--- src/rtl/matrix_scan_bcm_pkg.sv ---
// Shared types and constants for the BCM matrix scan generator.
// Width helpers keep the OE window arithmetic consistent between top and timer.
package matrix_scan_pkg;

    typedef enum logic [2:0] {
        IDLE,
        SHIFT,
        BLANK,
        LATCH,
        SHOW
    } scan_state_t;

    localparam int BLANK_CYCLES = 2;
    localparam int LATCH_CYCLES = 2;

    // Bits needed to hold T = base_ticks << (bcm_bits-1).
    function automatic int window_width(int base_ticks, int bcm_bits);
        return $clog2(base_ticks) + bcm_bits;
    endfunction

    // Full width of T * dim_q so the product never overflows before the shift.
    function automatic int on_ticks_width(int base_ticks, int bcm_bits, int dim_width);
        return $clog2(base_ticks) + bcm_bits + dim_width;
    endfunction

endpackage

--- src/rtl/matrix_scan_bcm_if.sv ---
// Panel-timing bundle between the scan generator and the fetch / pixel_split path.
// The master side is the scan generator; enable and dim_level flow into it.
interface matrix_scan_bcm_if #(
    parameter int COLUMNS   = 64,
    parameter int ROW_BITS  = 4,
    parameter int BCM_BITS  = 6,
    parameter int DIM_WIDTH = 8
);
    localparam int COL_W = $clog2(COLUMNS);

    logic                 enable;
    logic [DIM_WIDTH-1:0] dim_level;
    logic [COL_W-1:0]     column_address;
    logic [ROW_BITS-1:0]  row_address;
    logic [ROW_BITS-1:0]  row_address_active;
    logic                 clk_pixel_load;
    logic                 clk_pixel;
    logic                 row_latch;
    logic                 output_enable;
    logic [BCM_BITS-1:0]  brightness_mask;
    logic                 frame_start;

    modport master (
        input  enable,
        input  dim_level,
        output column_address,
        output row_address,
        output row_address_active,
        output clk_pixel_load,
        output clk_pixel,
        output row_latch,
        output output_enable,
        output brightness_mask,
        output frame_start
    );

    modport slave (
        output enable,
        output dim_level,
        input  column_address,
        input  row_address,
        input  row_address_active,
        input  clk_pixel_load,
        input  clk_pixel,
        input  row_latch,
        input  output_enable,
        input  brightness_mask,
        input  frame_start
    );

endinterface

--- src/rtl/matrix_scan_bcm_oe_window_timer.sv ---
// Times one SHOW window of BASE_TICKS << plane cycles and keeps OE high for
// the dimmed prefix of it; done flags the last cycle of the window.
module oe_window_timer
    import matrix_scan_pkg::*;
#(
    parameter int BCM_BITS   = 6,
    parameter int BASE_TICKS = 16,
    parameter int DIM_WIDTH  = 8,
    parameter int PLANE_W    = 3
) (
    input  logic                 clk_in,
    input  logic                 reset,
    input  logic                 start,
    input  logic [PLANE_W-1:0]   plane_idx,
    input  logic [DIM_WIDTH-1:0] dim_q,
    output logic                 output_enable,
    output logic                 done
);
    localparam int TW = window_width(BASE_TICKS, BCM_BITS);
    localparam int PW = on_ticks_width(BASE_TICKS, BCM_BITS, DIM_WIDTH);

    logic [PW-1:0] window_full;
    logic [PW-1:0] product;
    logic [TW-1:0] window_len;
    logic [TW-1:0] on_ticks;

    logic [TW-1:0] tick_reg, tick_next;
    logic          active_reg, active_next;
    logic          oe_reg, oe_next;

    always_comb begin
        window_full = PW'(BASE_TICKS) << plane_idx;
        product     = window_full * PW'(dim_q);
        on_ticks    = TW'(product >> DIM_WIDTH);
        window_len  = TW'(window_full);
    end

    assign done          = active_reg && (tick_reg == window_len - TW'(1));
    assign output_enable = oe_reg;

    always_comb begin
        active_next = active_reg;
        tick_next   = tick_reg;
        oe_next     = oe_reg;
        if (start) begin
            active_next = 1'b1;
            tick_next   = '0;
            oe_next     = (on_ticks != '0);
        end else if (active_reg) begin
            if (done) begin
                active_next = 1'b0;
                tick_next   = '0;
                oe_next     = 1'b0;
            end else begin
                tick_next = tick_reg + TW'(1);
                // OE already reflects the tick being entered, so it is registered.
                oe_next   = (tick_reg + TW'(1)) < on_ticks;
            end
        end
    end

    always_ff @(posedge clk_in) begin
        if (reset) begin
            active_reg <= 1'b0;
            tick_reg   <= '0;
            oe_reg     <= 1'b0;
        end else begin
            active_reg <= active_next;
            tick_reg   <= tick_next;
            oe_reg     <= oe_next;
        end
    end

endmodule

--- src/rtl/matrix_scan_bcm.sv ---
// HUB75 row/column/latch/OE scan generator with binary-coded modulation and
// global dimming. All panel outputs come straight from registers.
module matrix_scan_bcm
    import matrix_scan_pkg::*;
#(
    parameter int COLUMNS    = 64,
    parameter int ROW_BITS   = 4,
    parameter int BCM_BITS   = 6,
    parameter int PIXEL_DIV  = 1,
    parameter int BASE_TICKS = 16,
    parameter int DIM_WIDTH  = 8
) (
    input  logic              clk_in,
    input  logic              reset,
    matrix_scan_bcm_if.master bus
);
    localparam int COL_W   = $clog2(COLUMNS);
    localparam int PIX_W   = $clog2(2 * PIXEL_DIV);
    localparam int PLANE_W = (BCM_BITS > 1) ? $clog2(BCM_BITS) : 1;
    localparam int PHASE_W = 2;

    localparam logic [PIX_W-1:0]   PIX_LAST   = PIX_W'(2 * PIXEL_DIV - 1);
    localparam logic [PIX_W-1:0]   PIX_HIGH   = PIX_W'(PIXEL_DIV);
    localparam logic [COL_W-1:0]   COL_LAST   = COL_W'(COLUMNS - 1);
    localparam logic [PLANE_W-1:0] PLANE_LAST = PLANE_W'(BCM_BITS - 1);
    localparam logic [PHASE_W-1:0] BLANK_LAST = PHASE_W'(BLANK_CYCLES - 1);
    localparam logic [PHASE_W-1:0] LATCH_LAST = PHASE_W'(LATCH_CYCLES - 1);

    scan_state_t          state_reg, state_next;
    logic [PIX_W-1:0]     pix_reg, pix_next;
    logic [COL_W-1:0]     col_reg, col_next;
    logic [PHASE_W-1:0]   phase_reg, phase_next;

    logic [ROW_BITS-1:0]  row_reg, row_next;
    logic [ROW_BITS-1:0]  row_active_reg, row_active_next;
    logic [BCM_BITS-1:0]  mask_reg, mask_next, mask_rot;
    logic [PLANE_W-1:0]   plane_reg, plane_next;
    logic [DIM_WIDTH-1:0] dim_q_reg, dim_q_next;
    logic                 load_reg, load_next;
    logic                 clk_pixel_reg, clk_pixel_next;
    logic                 row_latch_reg, row_latch_next;
    logic                 frame_reg, frame_next;

    logic timer_start, timer_done, timer_oe, show_done;

    genvar gi;
    generate
        for (gi = 0; gi < BCM_BITS; gi++) begin : g_mask_rot
            assign mask_rot[gi] = mask_reg[(gi + BCM_BITS - 1) % BCM_BITS];
        end
    endgenerate

    assign timer_start = (state_reg == LATCH) && (phase_reg == LATCH_LAST);
    assign show_done   = (state_reg == SHOW) && timer_done;

    oe_window_timer #(
        .BCM_BITS   (BCM_BITS),
        .BASE_TICKS (BASE_TICKS),
        .DIM_WIDTH  (DIM_WIDTH),
        .PLANE_W    (PLANE_W)
    ) u_oe_timer (
        .clk_in        (clk_in),
        .reset         (reset),
        .start         (timer_start),
        .plane_idx     (plane_reg),
        .dim_q         (dim_q_reg),
        .output_enable (timer_oe),
        .done          (timer_done)
    );

    // State register, also holding every registered output.
    always_ff @(posedge clk_in) begin
        if (reset) begin
            state_reg      <= IDLE;
            pix_reg        <= '0;
            col_reg        <= '0;
            phase_reg      <= '0;
            row_reg        <= '0;
            row_active_reg <= '0;
            mask_reg       <= BCM_BITS'(1);
            plane_reg      <= '0;
            dim_q_reg      <= '0;
            load_reg       <= 1'b0;
            clk_pixel_reg  <= 1'b0;
            row_latch_reg  <= 1'b0;
            frame_reg      <= 1'b0;
        end else begin
            state_reg      <= state_next;
            pix_reg        <= pix_next;
            col_reg        <= col_next;
            phase_reg      <= phase_next;
            row_reg        <= row_next;
            row_active_reg <= row_active_next;
            mask_reg       <= mask_next;
            plane_reg      <= plane_next;
            dim_q_reg      <= dim_q_next;
            load_reg       <= load_next;
            clk_pixel_reg  <= clk_pixel_next;
            row_latch_reg  <= row_latch_next;
            frame_reg      <= frame_next;
        end
    end

    // Next-state logic.
    always_comb begin
        state_next = state_reg;
        pix_next   = pix_reg;
        col_next   = col_reg;
        phase_next = phase_reg;
        unique case (state_reg)
            IDLE: begin
                if (bus.enable) begin
                    state_next = SHIFT;
                    pix_next   = '0;
                end
            end
            SHIFT: begin
                if (pix_reg == PIX_LAST) begin
                    pix_next = '0;
                    if (col_reg == COL_LAST) begin
                        col_next   = '0;
                        phase_next = '0;
                        state_next = BLANK;
                    end else begin
                        col_next = col_reg + COL_W'(1);
                    end
                end else begin
                    pix_next = pix_reg + PIX_W'(1);
                end
            end
            BLANK: begin
                if (phase_reg == BLANK_LAST) begin
                    phase_next = '0;
                    state_next = LATCH;
                end else begin
                    phase_next = phase_reg + PHASE_W'(1);
                end
            end
            LATCH: begin
                if (phase_reg == LATCH_LAST) begin
                    phase_next = '0;
                    state_next = SHOW;
                end else begin
                    phase_next = phase_reg + PHASE_W'(1);
                end
            end
            SHOW: begin
                if (timer_done) begin
                    pix_next   = '0;
                    state_next = bus.enable ? SHIFT : IDLE;
                end
            end
            default: state_next = IDLE;
        endcase
    end

    // Output logic: next values of the registered outputs.
    always_comb begin
        load_next       = (state_next == SHIFT) && (pix_next == '0);
        clk_pixel_next  = (state_next == SHIFT) && (pix_next >= PIX_HIGH);
        row_latch_next  = (state_next == LATCH);
        row_active_next = row_active_reg;
        dim_q_next      = dim_q_reg;
        mask_next       = mask_reg;
        plane_next      = plane_reg;
        row_next        = row_reg;
        frame_next      = 1'b0;

        // Active row only moves on entry to LATCH, when OE is guaranteed low.
        if ((state_reg == BLANK) && (state_next == LATCH))
            row_active_next = row_reg;
        if ((state_reg == LATCH) && (phase_reg == '0))
            dim_q_next = bus.dim_level;

        if (show_done) begin
            mask_next = mask_rot;
            if (plane_reg == PLANE_LAST) begin
                plane_next = '0;
                row_next   = row_reg + ROW_BITS'(1);
                frame_next = (row_reg == '1);
            end else begin
                plane_next = plane_reg + PLANE_W'(1);
            end
        end
    end

    assign bus.column_address     = col_reg;
    assign bus.row_address        = row_reg;
    assign bus.row_address_active = row_active_reg;
    assign bus.clk_pixel_load     = load_reg;
    assign bus.clk_pixel          = clk_pixel_reg;
    assign bus.row_latch          = row_latch_reg;
    assign bus.output_enable      = timer_oe;
    assign bus.brightness_mask    = mask_reg;
    assign bus.frame_start        = frame_reg;

endmodule

--- src/flat_wrapper.sv ---
// flat-port wrapper written by rule: the top's interface ports become plain ports
module matrix_scan_bcm_flat import matrix_scan_pkg::*;
#(
    parameter int COLUMNS    = 64,
    parameter int ROW_BITS   = 4,
    parameter int BCM_BITS   = 6,
    parameter int PIXEL_DIV  = 1,
    parameter int BASE_TICKS = 16,
    parameter int DIM_WIDTH  = 8
)
  (clk_in, reset, bus_enable, bus_dim_level, bus_column_address, bus_row_address, bus_row_address_active, bus_clk_pixel_load, bus_clk_pixel, bus_row_latch, bus_output_enable, bus_brightness_mask, bus_frame_start);
  matrix_scan_bcm_if #(.COLUMNS(COLUMNS), .ROW_BITS(ROW_BITS), .BCM_BITS(BCM_BITS), .DIM_WIDTH(DIM_WIDTH)) bus_i ();
  input  logic clk_in;
  input  logic reset;
  input wire logic [$bits(bus_i.enable)-1:0] bus_enable;
  input wire logic [$bits(bus_i.dim_level)-1:0] bus_dim_level;
  output wire logic [$bits(bus_i.column_address)-1:0] bus_column_address;
  output wire logic [$bits(bus_i.row_address)-1:0] bus_row_address;
  output wire logic [$bits(bus_i.row_address_active)-1:0] bus_row_address_active;
  output wire logic [$bits(bus_i.clk_pixel_load)-1:0] bus_clk_pixel_load;
  output wire logic [$bits(bus_i.clk_pixel)-1:0] bus_clk_pixel;
  output wire logic [$bits(bus_i.row_latch)-1:0] bus_row_latch;
  output wire logic [$bits(bus_i.output_enable)-1:0] bus_output_enable;
  output wire logic [$bits(bus_i.brightness_mask)-1:0] bus_brightness_mask;
  output wire logic [$bits(bus_i.frame_start)-1:0] bus_frame_start;
  assign bus_i.enable = bus_enable;
  assign bus_i.dim_level = bus_dim_level;
  assign bus_column_address = bus_i.column_address;
  assign bus_row_address = bus_i.row_address;
  assign bus_row_address_active = bus_i.row_address_active;
  assign bus_clk_pixel_load = bus_i.clk_pixel_load;
  assign bus_clk_pixel = bus_i.clk_pixel;
  assign bus_row_latch = bus_i.row_latch;
  assign bus_output_enable = bus_i.output_enable;
  assign bus_brightness_mask = bus_i.brightness_mask;
  assign bus_frame_start = bus_i.frame_start;
  matrix_scan_bcm #(.COLUMNS(COLUMNS), .ROW_BITS(ROW_BITS), .BCM_BITS(BCM_BITS), .PIXEL_DIV(PIXEL_DIV), .BASE_TICKS(BASE_TICKS), .DIM_WIDTH(DIM_WIDTH)) u_core (.clk_in(clk_in), .reset(reset), .bus(bus_i));
endmodule
--- config.mk ---
export PLATFORM = sky130hd
export DESIGN_NAME = matrix_scan_bcm_flat
export DESIGN_NICKNAME = d
export VERILOG_FILES = /design/src/rtl/matrix_scan_bcm_pkg.sv /design/src/rtl/matrix_scan_bcm_if.sv /design/src/rtl/matrix_scan_bcm_oe_window_timer.sv /design/src/rtl/matrix_scan_bcm.sv /design/src/flat_wrapper.sv
export SDC_FILE = /design/constraint.sdc
export NUM_CORES = 1
export LEC_CHECK = 0
export CAP_MARGIN = 25
export CORE_ASPECT_RATIO = 1.25
export CORE_MARGIN = 2
export CORE_UTILIZATION = 30
export DETAILED_ROUTE_END_ITERATION = 10
export GPL_TIMING_DRIVEN = 0
export SYNTH_ARGS = -nofsm -noshare
export SYNTH_HDL_FRONTEND = slang
export SYNTH_HIERARCHICAL = 1
export SYNTH_SLANG_ARGS = --single-unit
--- constraint.sdc ---
create_clock -name clk_in -period 7.55 [get_ports clk_in]
set_input_delay 0.755 -clock clk_in [delete_from_list [all_inputs] [get_ports clk_in]]
set_output_delay 0.755 -clock clk_in [all_outputs]
set_load 0.005 [all_outputs]
==> metrics.csv, run 1 <==
stage;metric;value;unit
run_status;status;finished clean;
final_layout;max reg flops;10;
global_routing;total track usage;14.0;%
critical_path;Top cell by count, worst path;fa_1;
clock_tree;clk slew on worst S/H paths;0.07;ns
power;Switch Pwr;123;uW
route;DR iter-0 viols;190;
critical_path;CP Launch Type;flop;
global_routing;Overflow after GRT;0;
synth;Mapped Area;0.00470;mm^2
critical_path;crit-path cells;buf_4 -> nor3b_1 -> and2_1 -> fa_1 -> fa_1 -> fa_1 -> inv_1 -> fa_1 -> inv_1 -> ha_1 -> a2111oi_0 -> o21ai_1 -> a31o_2 -> a21oi_1 -> xnor2_1 -> ha_1 -> a2111oi_0 -> a31oi_2 -> a41oi_1;
floorplan;initial core utilization;30.4;%
sta;RSZ-0062 raised after global routing;no;
job;Max-cap violations;0;
sta;pins over their slew limit;0;
floorplan;I/O Pins;36;
route;DR DRC count;0;
synth;Async SR Flop Fraction;0;%
synth;synthesis-stage register bit count;53;
route;post-detailed-route count of antenna-violating nets;0;
sta;post-route minimum period;6.79;ns
final_layout;Syn-to-layout area delta;16.5;%
sta;setup TNS;0;ns
final_layout;diode count;0;
placement;GP Congestion;0.792;
clock_tree;Skew-Pair Late Insertion Delay;0.29;ns
sta;Final Hold Vio Count;0;
critical_path;WS Path Type;reg -> reg;
critical_path;reg2reg setup slack;0.76;ns
power;Switching Fraction;22.3;%
sta;period utilisation layout;89.9;%
power;worst vdd ir;0.000111;V
power;P_leak;2.31;nW
clock_tree;root buffer cell;clkbuf_16;
clock_tree;CTS tree;built;
placement;I/O Buffers;35;
route;Routed Wire Length;11500;um
synth;top_reg_cell synth;dfxtp_1;
synth;Post-synth EDFFs;0;
final_layout;share of layout cells above drive strength 1;4.36;%
global_routing;initial antenna violation count;0;
clock_tree;CTS Buf Count;5;
sta;final hold slack;0.471;ns
floorplan;Die W;116;um
power;sequential power share;51.7;%
placement;hpwl dp;9090;um
route;Vias;4016;
synth;Post-Synthesis Net Count;638;
route;Pre-Repair DR Iteration Count;4;
sta;Max Fclk;147;MHz
power;clock share of power;41.9;%
floorplan;core area;0.0154;mm^2
critical_path;CP Data Required Time;7.75;ns
synth;Synth Instances;553;
min_path;min-delay worst type;reg -> reg;
route;per-cell routed wire length;14.2;um
sta;skew final;0.00809;ns
power;Pint;429;uW
critical_path;CP arrival;6.99;ns
global_routing;largest net degree at the start of global routing;16;
critical_path;CP Capture Type;flop;
sta;Slew headroom;23.6;%
global_routing;vias in the first global route;4212;
clock_tree;hold-fix buffers at CTS;0;
power;Comb pwr share;6.4;%
synth;Avg Cell Area, Syn;8.49;um^2
final_layout;Total Nets Final;681;
sta;count of final setup violators;0;
floorplan;# rows;51;
clock_tree;CTS Buffer Depth;2;
sta;measured slew at the worst slew-check pin;1.14;ns
critical_path;max incr delay on CP;0.93;ns
floorplan;chip height;144;um
clock_tree;post-CTS setup buffer count;0;
floorplan;die area;0.0167;mm^2
synth;yosys warns;6;
critical_path;Max stage delay cell, worst path;nor3b_1;
global_routing;first-pass GRT wire length;19200;um
clock_tree;Sink Count;53;
route;via-per-instance ratio;4.97;
synth;sequential fraction of the synthesis area;22.6;%
clock_tree;post_cts resized;0;
critical_path;maximum fanout along the worst path;10;
power;Power Density;101;mW/mm^2
clock_tree;H-tree lvl count;2;
synth;post-synthesis cell type count;65;
==> critical path: cells and delay by family, from the launching register on <==
kind | cells | cell delay [ns]
AOI/OAI and AO/OA | 7 | 1.88
xor gates and xnor gates | 1 | 0.24
adders and majority gates | 6 | 2.53
buffers and inverters | 3 | 0.35
DFF | 1 | 0.49
and+or+nand+nor | 2 | 1.18
==> kinds of logic after synthesis <==
group | synth area share, %
AOI/OAI and AO/OA | 14.1
other | 0.0799
xor gates and xnor gates | 5.22
buffers and inverters | 7.01
muxes | 0.666
and+or+nand+nor | 25.0
adders and majority gates | 25.3
DFF | 22.6
==> power groups by stage <==
stage,clock network (mW),logic (mW),registers [mW]
4_1_cts,0.238,0.0357,0.285
6_report,0.232,0.0356,0.286
3_5_place_dp,0,0.0355,0.292
5_1_grt,0.249,0.0389,0.286
3_3_place_gp,0,0.0348,0.292
2_1_floorplan,0,0.0198,0.291
==> path summary, 6_finish.rpt <==
check,startpoint,endpoint,cells after the start
setup / recovery,u_core/plane_reg[2],u_core/u_oe_timer/output_enable,19
hold / removal,u_core/bus.brightness_mask[0],u_core/bus.brightness_mask[1],2
setup reg to reg,u_core/plane_reg[2],u_core/u_oe_timer/output_enable,19
hold reg to reg,u_core/bus.brightness_mask[0],u_core/bus.brightness_mask[1],2
==> synth_stat cells (4+ instances only) <==
library cell / instances / area, um^2
a2111oi_0: 4 / 35.0
a211oi_1: 5 / 37.5
a21oi_1: 42 / 210
and2_1: 51 / 319
and3_1: 5 / 31.3
clkbuf_1: 15 / 56.3
dfxtp_1: 53 / 1060
fa_1: 35 / 701
ha_1: 39 / 488
inv_1: 54 / 203
nand2_1: 48 / 180
nand3_1: 30 / 150
nand3b_1: 4 / 30.0
nand4_1: 5 / 31.3
nand4b_1: 4 / 35.0
nor2_1: 19 / 71.3
nor3_1: 6 / 30.0
o21ai_0: 25 / 125
o31ai_1: 5 / 37.5
or3_1: 6 / 37.5
or4_1: 5 / 37.5
xnor2_1: 15 / 131
xor2_1: 13 / 114
==> stage by stage <==
stage | utilization, % | setup WS, ns | cell area [um^2] | power, mW | cells
6_report | 35.4 | 0.762 | 5470 | 0.553 | 808
5_1_grt | 35.4 | 0.488 | 5470 | 0.573 | 808
4_1_cts | 35.3 | 0.853 | 5460 | 0.559 | 807
3_5_place_dp | 34.4 | 0.882 | 5310 | 0.327 | 800
3_3_place_gp | 34.4 | 1.04 | 5310 | 0.327 | 800
2_1_floorplan | - | 1.95 | 4700 | 0.311 | 553
==> placed cells by master (no fill, tap or decap), drive strengths merged, types with 7 or more instances in the layout <==
cell           netlist  layout
inv                 54      54
dfxtp               53      53
and2                51      51
nand2               48      48
a21oi               43      43
ha                  39      39
clkdlybuf4s50        0      35
fa                  35      35
nand3               30      30
o21ai               26      26
clkbuf              15      21
nor2                19      19
xnor2               15      15
xor2                13      13
buf                  9       9
nor3                 7       7
==> routing by layer <==
metal	up-vias	wire length [um]	share of wire [%]	GRT usage, %
met4	0	208	1.8	3.76
li1	1973	-	-	-
met5	-	0	0	0
met1	1964	4940	43	16.5
met3	13	300	2.6	1.90
met2	66	6070	53	26.3
==> layout make-up <==
class	count	area (um^2)
clock buffers	6	139
fillers	1643	9970
clock inverters	1	7.51
multi-input cells	421	3310
well taps	212	265
flip-flops and latches	53	1060
inverters	55	206
plain buffers	24	123
repair buffers	36	363
(Power assumes the default switching activity.)
==> run 2, diff against run 1 <==
--- a/config.mk
+++ b/config.mk
@@ -9,7 +9,9 @@
 export CORE_ASPECT_RATIO = 1.25
 export CORE_MARGIN = 2
 export CORE_UTILIZATION = 30
+export CTS_CLUSTER_DIAMETER = 30
 export DETAILED_ROUTE_END_ITERATION = 10
+export GPL_ROUTABILITY_DRIVEN = 0
 export GPL_TIMING_DRIVEN = 0
 export SYNTH_ARGS = -nofsm -noshare
 export SYNTH_HDL_FRONTEND = slang
==> results of run 2 <==
No change in the layout: final DEF, timing and power equal those of run 1.
==> run 3, diff against run 2 <==
--- a/config.mk
+++ b/config.mk
@@ -6,6 +6,8 @@
 export NUM_CORES = 1
 export LEC_CHECK = 0
 export CAP_MARGIN = 25
+export CELL_PAD_IN_SITES_DETAIL_PLACEMENT = 0
+export CELL_PAD_IN_SITES_GLOBAL_PLACEMENT = 1
 export CORE_ASPECT_RATIO = 1.25
 export CORE_MARGIN = 2
 export CORE_UTILIZATION = 30
@@ -13,6 +15,7 @@
 export DETAILED_ROUTE_END_ITERATION = 10
 export GPL_ROUTABILITY_DRIVEN = 0
 export GPL_TIMING_DRIVEN = 0
+export PLACE_DENSITY = 0.67
 export SYNTH_ARGS = -nofsm -noshare
 export SYNTH_HDL_FRONTEND = slang
 export SYNTH_HIERARCHICAL = 1
==> run 3 against run 2 <==
Net effect:
- fmax up 3.6%
- non-clock buffer count stayed put
- routed wire length increased by 1.3%
- largest power group unchanged
- highest routed layer unchanged
==> metrics.csv, run 3 (synthesis results as in run 1) <==
stage;metric;value;unit
sta;Slew headroom;35.6;%
clock_tree;root buffer cell;clkbuf_16;
run_status;status;finished clean;
critical_path;WS Path Type;reg -> reg;
min_path;beginning of the worst hold path;u_core/bus.brightness_mask[1];
sta;RSZ-0062 raised after global routing;no;
min_path;hold path endpoint;u_core/bus.brightness_mask[2];
final_layout;share of layout cells above drive strength 1;4.52;%
sta;Final Hold Vio Count;0;
clock_tree;H-tree lvl count;2;
clock_tree;hold-fix buffers at CTS;0;
clock_tree;CTS Buffer Depth;2;
floorplan;die area;0.0167;mm^2
clock_tree;CTS Buf Count;5;
critical_path;crit-path cells;buf_4 -> nor3b_1 -> and2_1 -> fa_1 -> fa_1 -> fa_1 -> inv_1 -> fa_1 -> inv_1 -> ha_1 -> a2111oi_0 -> o21ai_1 -> a31o_2 -> a21oi_1 -> xnor2_1 -> ha_1 -> a2111oi_0 -> a31oi_2 -> a41oi_1;
min_path;min-delay worst type;reg -> reg;
route;DR DRC count;0;
clock_tree;Skew-Pair Late Insertion Delay;0.30;ns
route;DR iter-0 viols;125;
final_layout;most common cell after layout, fill and taps aside;inv_1;
critical_path;Reg-to-Reg End;u_core/u_oe_timer/output_enable;
sta;period utilisation layout;86.8;%
final_layout;most frequent cells in the layout;inv_1, dfxtp_1, and2_1, nand2_1, a21oi_1;
final_layout;post-route cell area;0.00548;mm^2
critical_path;maximum fanout along the worst path;10;
job;Max-cap violations;0;
clock_tree;clk slew on worst S/H paths;0.07;ns
floorplan;core area;0.0154;mm^2
final_layout;Filler cells;1688;
route;Routed Wire Length;11700;um
global_routing;total track usage;14.7;%
critical_path;Top cell by count, worst path;fa_1;
clock_tree;post-CTS setup buffer count;0;
final_layout;Multi-input gate area;0.00331;mm^2
route;Pre-Repair DR Iteration Count;4;
route;Vias;3922;
final_layout;Total Nets Final;681;
global_routing;Overflow after GRT;0;
sta;pins over their slew limit;0;
power;P_leak;2.32;nW
critical_path;delay-heaviest family, CP;adder cells;
sta;setup TNS;0;ns
final_layout;Syn-to-layout area delta;16.6;%
route;post-detailed-route count of antenna-violating nets;0;
floorplan;Die W;116;um
critical_path;max incr delay on CP;0.79;ns
critical_path;RR Startpoint;u_core/plane_reg[2];
critical_path;CP Capture Type;flop;
min_path;hold path cells;2;
floorplan;chip height;144;um
sta;count of final setup violators;0;
clock_tree;post_cts resized;0;
floorplan;initial core utilization;30.4;%
final_layout;diode count;0;
route;per-cell routed wire length;14.4;um
sta;skew final;0.00370;ns
critical_path;CP Depth;19;
critical_path;CP Buf/Inv Count;3;
placement;DP Area;0.00531;mm^2
critical_path;Max stage delay cell, worst path;nor3b_1;
critical_path;CP Launch Type;flop;
sta;measured slew at the worst slew-check pin;0.958;ns
global_routing;initial antenna violation count;0;
sta;Max Fclk;153;MHz
critical_path;CP Data Required Time;7.77;ns
final_layout;Register Area;0.00106;mm^2
clock_tree;CTS tree;built;
sta;post-route minimum period;6.55;ns
power;worst vdd ir;0.000106;V
global_routing;vias in the first global route;4072;
floorplan;# rows;51;
critical_path;r2r worst-path depth;19;
final_layout;max reg flops;10;
power;Power Density;103;mW/mm^2
placement;I/O Buffers;35;
critical_path;CP arrival;6.77;ns
global_routing;first-pass GRT wire length;19700;um
global_routing;largest net degree at the start of global routing;17;
placement;hpwl dp;9130;um
route;via-per-instance ratio;4.85;
floorplan;I/O Pins;36;
clock_tree;Sink Count;53;
critical_path;reg2reg setup slack;1.0;ns
## run 3: worst reg2reg max path, cell delays in order, from the launching register on
cell and delay [ns]:
dfxtp_1 0.49, buf_4 0.24, nor3b_1 0.79, and2_1 0.25, fa_1 0.44, fa_1 0.54, fa_1 0.54, inv_1 0.06
fa_1 0.41, inv_1 0.07, ha_1 0.27, a2111oi_0 0.38, o21ai_1 0.16, a31o_2 0.26, a21oi_1 0.16, xnor2_1 0.21
ha_1 0.31, a2111oi_0 0.56, a31oi_2 0.14, a41oi_1 0.17
## run 3: routing by layer
metal	vias to the layer above	global-route usage, %	routed length (um)
li1	1969	-	-
met3	15	2.28	313
met1	1875	18.0	5100
met5	-	0	0
met4	0	4.01	202
met2	63	26.5	6050
## run 3: report_power, final
part	leakage [nW]	switching (mW)	total (mW)	internal, mW
Combinational	1.82	0.0197	0.0361	0.0164
Sequential	0.428	0.00277	0.285	0.283
Clock	0.0768	0.111	0.243	0.132
Total	2.32	0.133	0.565	0.431
## run 3: worst max path at each step
stage	startpoint	endpoint	slack [ns]
floorplan	u_core/plane_reg[2]	u_core/u_oe_timer/output_enable	1.95
global placement	u_core/plane_reg[2]	u_core/u_oe_timer/output_enable	1.03
detailed placement	u_core/plane_reg[2]	u_core/u_oe_timer/output_enable	0.95
CTS	u_core/plane_reg[2]	u_core/u_oe_timer/output_enable	0.93
global route	u_core/plane_reg[2]	u_core/u_oe_timer/output_enable	0.52
finish	u_core/plane_reg[2]	u_core/u_oe_timer/output_enable	1.0
## run 3: per-stage QoR
stage / power, mW / hold slack, ns / instances / util (%) / setup slack [ns]
floorplan: 0.311 / 0.454 / 553 / - / 1.95
global route: 0.587 / 0.490 / 809 / 35.5 / 0.516
detailed placement: 0.328 / 0.468 / 800 / 34.4 / 0.954
global placement: 0.327 / 0.458 / 800 / 34.4 / 1.03
CTS: 0.572 / 0.479 / 808 / 35.4 / 0.934
finish: 0.565 / 0.478 / 809 / 35.5 / 0.996
## run 3: layout make-up
type,count,area share [%]
Buffer,24,2.24
Multi-Input combinational cell,421,60.4
Clock buffer,6,2.54
Tap cell,212,4.84
Timing Repair Buffer,36,6.63
Inverter,55,3.77
Clock inverter,2,0.251
Sequential cell,53,19.4
